==> config.mk <==
export PLATFORM = sky130hd
export DESIGN_NAME = operand_sweep_capture
export DESIGN_NICKNAME = d
export VERILOG_FILES = /design/src/rtl/sweep_pkg.sv /design/src/rtl/sweep_settle_timer.sv /design/src/rtl/operand_sweep_capture.sv
export SDC_FILE = /design/constraint.sdc
export NUM_CORES = 1
export LEC_CHECK = 0
export ABC_CLOCK_PERIOD_IN_PS = 4200
export CAP_MARGIN = 20
export CORE_ASPECT_RATIO = 1.25
export CORE_MARGIN = 4
export CORE_UTILIZATION = 55
export CTS_CLUSTER_DIAMETER = 150
export DETAILED_ROUTE_END_ITERATION = 8
export PLACE_DENSITY = 0.85
export SKIP_CTS_REPAIR_TIMING = 1
export SYNTH_ARGS = -nofsm -noshare
export SYNTH_HDL_FRONTEND = slang
export SYNTH_SLANG_ARGS = --single-unit
==> constraint.sdc <==
create_clock -name clk -period 4.2 [get_ports clk]
set_input_delay 0.84 -clock clk [delete_from_list [all_inputs] [get_ports clk]]
set_output_delay 0.84 -clock clk [all_outputs]
set_load 0.01 [all_outputs]
==> src/rtl/sweep_pkg.sv <==
// Shared constants and FSM state encoding for the operand sweep capture stage.
package sweep_pkg;

  localparam int unsigned NUM_POINTS = 16;
  localparam int unsigned OPW        = 2;
  localparam int unsigned IDXW       = 4;

  typedef enum logic [1:0] {
    ST_IDLE   = 2'd0,
    ST_SETTLE = 2'd1,
    ST_SAMPLE = 2'd2,
    ST_DONE   = 2'd3
  } state_t;

endpackage

==> src/rtl/sweep_settle_timer.sv <==
// Settle-time down-counter: load arms it, expire_o flags the last settle cycle.
module sweep_settle_timer #(
  parameter int unsigned SETTLE_CYCLES = 2
) (
  input  logic clk_i,
  input  logic rst_i,
  input  logic load_i,
  input  logic en_i,
  output logic expire_o
);

  localparam logic [3:0] LOAD_VAL = 4'(SETTLE_CYCLES - 1);

  logic [3:0] cnt_q, cnt_d;

  always_comb begin
    cnt_d = cnt_q;
    if (load_i) begin
      cnt_d = LOAD_VAL;
    end else if (en_i && (cnt_q != '0)) begin
      cnt_d = cnt_q - 4'd1;
    end
  end

  always_ff @(posedge clk_i or posedge rst_i) begin
    if (rst_i) begin
      cnt_q <= '0;
    end else begin
      cnt_q <= cnt_d;
    end
  end

  assign expire_o = (cnt_q == '0);

endmodule

==> src/rtl/operand_sweep_capture.sv <==
// Sweeps 2-bit operands a/b through all 16 combinations, captures the settled
// result c_in of each point into a packed 32-bit vector and a sample stream.
module operand_sweep_capture
  import sweep_pkg::*;
#(
  parameter int unsigned SETTLE_CYCLES = 2
) (
  input  logic                       clk,
  input  logic                       rst,
  input  logic                       start,
  output logic [OPW-1:0]             a_out,
  output logic [OPW-1:0]             b_out,
  input  logic [OPW-1:0]             c_in,
  output logic                       busy,
  output logic                       done,
  output logic [NUM_POINTS*OPW-1:0]  result,
  output logic                       sample_valid,
  output logic [IDXW-1:0]            sample_idx,
  output logic [OPW-1:0]             sample_c
);

  state_t                     state_q, state_d;
  logic [IDXW-1:0]            idx_q, idx_d;
  logic [NUM_POINTS*OPW-1:0]  result_q, result_d;
  logic [IDXW-1:0]            sidx_q, sidx_d;
  logic [OPW-1:0]             sc_q, sc_d;
  logic                       sv_q, sv_d;
  logic                       tmr_load, tmr_en, tmr_expire;

  // Up-counting settle count replaced by a down-counter reloaded on SETTLE
  // entry; expiry still falls on the SETTLE_CYCLES-th SETTLE cycle.
  sweep_settle_timer #(
    .SETTLE_CYCLES(SETTLE_CYCLES)
  ) u_timer (
    .clk_i    (clk),
    .rst_i    (rst),
    .load_i   (tmr_load),
    .en_i     (tmr_en),
    .expire_o (tmr_expire)
  );

  always_comb begin
    state_d  = state_q;
    idx_d    = idx_q;
    result_d = result_q;
    sidx_d   = sidx_q;
    sc_d     = sc_q;
    sv_d     = 1'b0;
    tmr_load = 1'b0;
    tmr_en   = 1'b0;
    unique case (state_q)
      ST_IDLE, ST_DONE: begin
        if (start) begin
          idx_d    = '0;
          result_d = '0;
          tmr_load = 1'b1;
          state_d  = ST_SETTLE;
        end
      end
      ST_SETTLE: begin
        tmr_en = 1'b1;
        if (tmr_expire) begin
          state_d = ST_SAMPLE;
        end
      end
      ST_SAMPLE: begin
        result_d[int'(idx_q) * OPW +: OPW] = c_in;
        sidx_d = idx_q;
        sc_d   = c_in;
        sv_d   = 1'b1;
        if (idx_q == IDXW'(NUM_POINTS - 1)) begin
          state_d = ST_DONE;
        end else begin
          idx_d    = idx_q + 4'd1;
          tmr_load = 1'b1;
          state_d  = ST_SETTLE;
        end
      end
      default: state_d = ST_IDLE;
    endcase
  end

  always_ff @(posedge clk or posedge rst) begin
    if (rst) begin
      state_q  <= ST_IDLE;
      idx_q    <= '0;
      result_q <= '0;
      sidx_q   <= '0;
      sc_q     <= '0;
      sv_q     <= 1'b0;
    end else begin
      state_q  <= state_d;
      idx_q    <= idx_d;
      result_q <= result_d;
      sidx_q   <= sidx_d;
      sc_q     <= sc_d;
      sv_q     <= sv_d;
    end
  end

  assign a_out        = idx_q[3:2];
  assign b_out        = idx_q[1:0];
  assign busy         = (state_q == ST_SETTLE) || (state_q == ST_SAMPLE);
  assign done         = (state_q == ST_DONE);
  assign result       = result_q;
  assign sample_valid = sv_q;
  assign sample_idx   = sidx_q;
  assign sample_c     = sc_q;

endmodule

* Word level (Yosys, flattened, before mapping) *
Cells that the tools add are included.

storage, ports and cells
  register bits after elaboration = 49
  bits in latches = 0
  memory bits (writable) = 0
  ROM bits = 0
  output and inout port bits = 45
  memories kept = 0

cells by class
  add/sub/neg operators = 3
  multiply operators = 0
  divide/modulo/power cells = 0
  order comparisons = 0
  eq/ne operators = 7
  shift-type cells = 2
  mux-type cells = 17
  bitwise logic cells = 0
  reduce and logical (&&, ||, !) cells = 11

operators by type and width
  kind                                                   number
  case mux 32 bit (2 select lines)                       1
  negation 5 -> 34 bit                                   1
  variable shift 2 x 34 -> 32 bit, first input constant  1
  indexed part select 2 x 34 -> 32 bit                   1
  bitwise mux 32 bit                                     1
  2-to-1 mux 32 bit                                      1
  2-to-1 mux 4 bit                                       4
  case mux 4 bit (2 select lines)                        1
  2-to-1 mux 2 bit                                       3
  inequality test 2 bit, second input constant           3
  case mux 2 bit (3 select lines)                        1
  adder 4 x 1 -> 4 bit, second input constant            1
  equality test 2 bit, second input constant             2
  equality test 4 bit, second input constant             1
  zero test 4 bit                                        1
  2-to-1 mux 1 bit                                       4
  AND reduction 2 bit                                    2
  nonzero test 2 bit                                     2
  nonzero test 4 bit                                     1
  subtractor 4 x 1 -> 4 bit, second input constant       1
  AND reduction 3 bit                                    1
  equality test 2 x 1 -> 1 bit, second input constant    1
  zero test 2 bit                                        1
  case mux 1 bit (2 select lines)                        1
  3 further kinds                                        3

* Depth between registers and ports, before layout *
  depth after elaboration = 5
  gate-level depth with buffers = 8
  depth with buffers taken out = 6

* Cells and area by module *
From an unflattened synthesis, not the netlist that was laid out.

second synthesis, totals
  cells, all modules = 240
  area total of the unflattened synthesis = 2514.9 um2

by module, submodules not included
  module                 times used  cells an instance  area an instance (um2)  seq. area each (um2)
  operand_sweep_capture  1           216                2273.4                  1126.1
  sweep_settle_timer     1           24                 241.5                   100.1

* Least setup slack after synthesis *
No wires, ideal clock.

  kind = reg2reg
  start point = register idx_q[1]
  end point = register result_q[16] (netlist: result[16])
  setup time = 131 ps
  arrival time = 1978 ps
  setup slack = 2092 ps
  stages on the path, launching flop included = 8
  path buffers = 1
  clock period less this slack = 2108 ps
  cells stage by stage = dfrtp_1 clkbuf_2 inv_1 ha_1 or4b_4 a21o_1 a21oi_2 o32ai_1

on the way
  word-level cells in the longest chain between the ends = 4
  elaborated cells on any way between the ends = 5
  classes of those cells = add/sub: 1; shift: 2; mux: 2

ends and longest elaborated chain
  item                                                                                     line                         text
  start: declaration                                                                       operand_sweep_capture.sv:23  logic [IDXW-1:0] idx_q, idx_d;
  start signal: assignment                                                                 operand_sweep_capture.sv:93  idx_q <= idx_d;
  negation 5 -> 34 bit *                                                                   operand_sweep_capture.sv:67  result_d[int'(idx_q) * OPW +: OPW] = c_in;
  indexed part select 2 x 34 -> 32 bit or variable shift 2 x 34 -> 32 bit (tied branches)  operand_sweep_capture.sv:67
  bitwise mux 32 bit *                                                                     operand_sweep_capture.sv:67
  case mux 32 bit (2 select lines) *                                                       operand_sweep_capture.sv:51  unique case (state_q)
  end signal: assignment                                                                   operand_sweep_capture.sv:94  result_q <= result_d;
  end: declaration                                                                         operand_sweep_capture.sv:24  logic [NUM_POINTS*OPW-1:0] result_q, result_d;

Mark *: on every way between the ends. The rest lies on a longest branch, timed or not.
A chain may end at the register's enable or synchronous reset.

* Worst setup path after layout *
  start point = register state_q[0]
  end point = output port busy

on the way
  word-level cells in the longest chain between the ends = 2
  elaborated cells on any way between the ends = 3
  classes of those cells = eq/ne: 2; reduce/logical: 1

ends and longest elaborated chain
  item                                                                 line                          text
  start: declaration                                                   operand_sweep_capture.sv:22   state_t state_q, state_d;
  start signal: assignment                                             operand_sweep_capture.sv:92   state_q <= state_d;
  equality test 2 x 1 -> 1 bit or equality test 2 bit (tied branches)  operand_sweep_capture.sv:103  assign busy = (state_q == ST_SETTLE) || (state_q == ST_SAMPLE);
  logical OR 1 bit *                                                   operand_sweep_capture.sv:103
  end: declaration                                                     operand_sweep_capture.sv:14   output logic busy,

Marks and branches as above.

==> impl_metrics.csv <==
group,metric,value,unit
synthesis,synth_area_leaders,"dfrtp_1 (49%), ha_1 (5.5%), a32o_1 (4.8%)",
synthesis,yosysWarnings,0,
clock_tree,htree_levels,2,
critical_path,ff2ff_setup_slack,1.63,ns
die,rows,27,
clock_tree,cts_made_buffers,5,
critical_path,critPathMaxStageDelay,0.53,ns
run,cap_violations,0,
final_layout,fin_cells,340,
sta,period_share,62.81,%
critical_path,endpoint_kind,"output pin",
grt,grt_overflow_total,0,
pwr,pwr_density_cell,504.1,nW/µm²
pwr,leakage,1.310,nW
clock_tree,cts_tree,"built",
sta,finClkSkew,0.005510,ns
route,drc,0,
die,boundaryPins,50,
critical_path,cp_common_cell,"inv_1",
clock_tree,clockBufferDepth,2,
grt,grt_use_total,21.55,%
pwr,irDropWorstVdd,0.0002181,V
synthesis,async_flop_share,100.0,%
grt,grt_pass1_vias,2055,
critical_path,path_cells,"inv_1 > ha_1 > inv_1 > clkdlybuf4s50_1",
grt,grt_util_met2,34.30,%
sta,relSlewSlack,59.69,%
die,start_util,56.67,%
pwr,finalPower,1.547,mW
route,viasPerCell,5.865,
place,gp_congestion,0.8469,
synthesis,synth-main-ff-cell,"dfrtp_1",
die,die_h,83.21,µm
outcome,status,"completed",
critical_path,cp_data_arrival_time,1.80,ns
synthesis,synth.distinct_cells,45,
grt,grt_pass1_wl,9604,µm
final_layout,antenna_cells,0,
final_layout,fillCellCount,359,
place,place.detailed.hpwl,3947,µm
clock_tree,clock_latency,0.30,ns
sta,period_needed,2.638,ns
grt,grt_max_degree,50,
sta,fmaxAchievable,379.1,MHz
critical_path,required,3.36,ns
die,placeableCoreArea,4392,µm²
synthesis,synth_top_cell_area_share,49.27,%
critical_path,reg2reg_depth,6,
final_layout,area_growth,23.33,%
critical_path,critPathKind,"reg -> out",
sta,final-setup-viol-count,0,
clock_tree,clkSinkCount,49,
critical_path,cpMaxStageDelayCell,"clkdlybuf4s50_1",
synthesis,synth_seq_area_share,49.27,%
critical_path,startpoint_type,"flop",
synthesis,synth_edf_count,0,
grt,grt_antenna_before_repair,0,
hold_path,hold_path_class,"reg -> reg",
clock_tree,clock-root-buffer,"clkbuf_8",
synthesis,syn_nets,254,
route,vias,1994,
grt,grtUsageMet1,29.10,%
sta,hold_viol_final,0,
synthesis,netlist_instances,238,
critical_path,worstReg2RegStart,"idx_q[0]",
grt,use_met3,5.007,%
critical_path,r2r_end,"result[21]",
route,drt-initial-drc-count,158,
hold_path,hp-start,"result[29]",
synthesis,netlist.top_cell.by_area,"dfrtp_1",
route,first_pass_iters,4,
critical_path,cp_max_fo,8,
die,die-area,5672,µm²
sta,rsz0062_at_grt,"no",
sta,setup_tns,0,ns
grt,top_usage_layer,"met2",
hold_path,min_to,"result[29]",
die,dieWidth,68.17,µm
place,io_buffers,49,
clock_tree,clk_pin_slew,0.08,ns
route,ant_nets,0,
route,finalWirelength,5591,µm
synthesis,syn-cell-area,2489,µm²
synthesis,yosys_register_bits,49,
sta,drv_slew,0,
synthesis,avgSynthCellArea,10.46,µm²
final_layout,nets,298,
place,dpl.cell_count,332,
hold_path,whs_path_depth,1,
route,routedWlPerCell,16.44,µm
final_layout,layout-drive-gt1-share,6.738,%
sta,worst_pin_slew,0.5879,ns
final_layout,utilization,69.89,%
worst max-delay path, delay by kind of cell, from the launching register on:
kind	cells	cell delay (ns)
flops	1	0.42
fa+ha+maj	1	0.40
buf+inv	3	0.69
layout make-up:
class	count	area, µm²	area share [%]
flip-flops and latches	49	1226	39.95
multi-input cells	158	1102	35.92
repair buffers	51	518.0	16.88
clock buffers	7	86.33	2.813
well taps	58	72.57	2.364
inverters	17	63.81	2.079
synth_stat cells (5+ instances only):
cell type,n
a32o_1,12
nand2_1,16
a31oi_1,7
a22o_1,12
inv_1,17
buf_2,5
ha_1,11
o21ai_0,16
nor2_1,13
nor3_1,6
dfrtp_1,49
nand3_1,11
a21oi_1,7
registers in the layout, indices dropped and copies added (netlist names):
name and cells:
result 32, idx_q 4, sample_idx 4, u_timer.cnt_q 4, sample_c 2, state_q 2
sample_valid 1
worst max path at each step:
stage	from	endpoint	slack, ns
3_3_place_gp	start	result[7]	1.63
4_1_cts	state_q[0]	busy	1.55
2_1_floorplan	idx_q[1]	result[16]	2.09
3_5_place_dp	start	result[7]	1.58
6_report	state_q[0]	busy	1.56
5_1_grt	state_q[0]	busy	1.45
logic make-up (layout without fill, tap and decap cells):
kind of cell | after synthesis | after routing | share of synthesized area [%]
compound gates | 73 | 73 | 21.47
simple gates | 65 | 65 | 13.68
flops | 49 | 49 | 49.27
buf+inv | 31 | 75 | 6.435
fa+ha+maj | 11 | 11 | 5.530
mux | 6 | 6 | 2.564
xor+xnor | 3 | 3 | 1.056
cell usage in the layout (no fill, tap or decap), types with 2 or more instances in the layout:
cell type | netlist | final
a31oi_1 | 7 | 7
a21oi_2 | 2 | 2
o21ai_0 | 16 | 16
nand2_1 | 16 | 16
inv_1 | 17 | 16
mux2i_1 | 3 | 3
ha_1 | 11 | 11
and2_1 | 3 | 3
nor3_1 | 6 | 6
xnor2_1 | 3 | 3
clkdlybuf4s50_1 | 0 | 49
a22oi_1 | 3 | 3
nand3_1 | 11 | 11
o22ai_1 | 4 | 4
o31ai_1 | 2 | 2
and3_1 | 3 | 3
nor2_1 | 13 | 13
a41oi_1 | 2 | 2
clkbuf_8 | 1 | 6
a32o_1 | 12 | 12
dfrtp_1 | 49 | 49
nand2b_1 | 2 | 2
mux2_2 | 3 | 3
a22o_1 | 12 | 12
a21oi_1 | 7 | 7
nor2b_1 | 2 | 2
power breakdown:
part	internal [mW]	switching, mW	leakage, nW
Clock	0.131	0.145	0.0443
Combinational	0.271	0.407	0.597
Sequential	0.533	0.0607	0.669
layer usage:
metal  part of all wire [%]  routed length, µm  up-vias
met2                     50               2792       69
met5                      0                  0        -
met4                   0.95                 53        0
met3                    5.3                298        6
li1                       -                  -      954
met1                     44               2446      965
stage by stage:
step | worst slack (ns) | area [µm²] | hold WS (ns)
5_1_grt | 1.445 | 3069 | 0.5261
4_1_cts | 1.553 | 3049 | 0.5115
3_5_place_dp | 1.579 | 2963 | 0.4868
2_1_floorplan | 2.092 | 2489 | 0.5026
6_report | 1.562 | 3069 | 0.5098
3_3_place_gp | 1.627 | 2963 | 0.4881
Note: power is estimated with default switching activity, not from simulation.
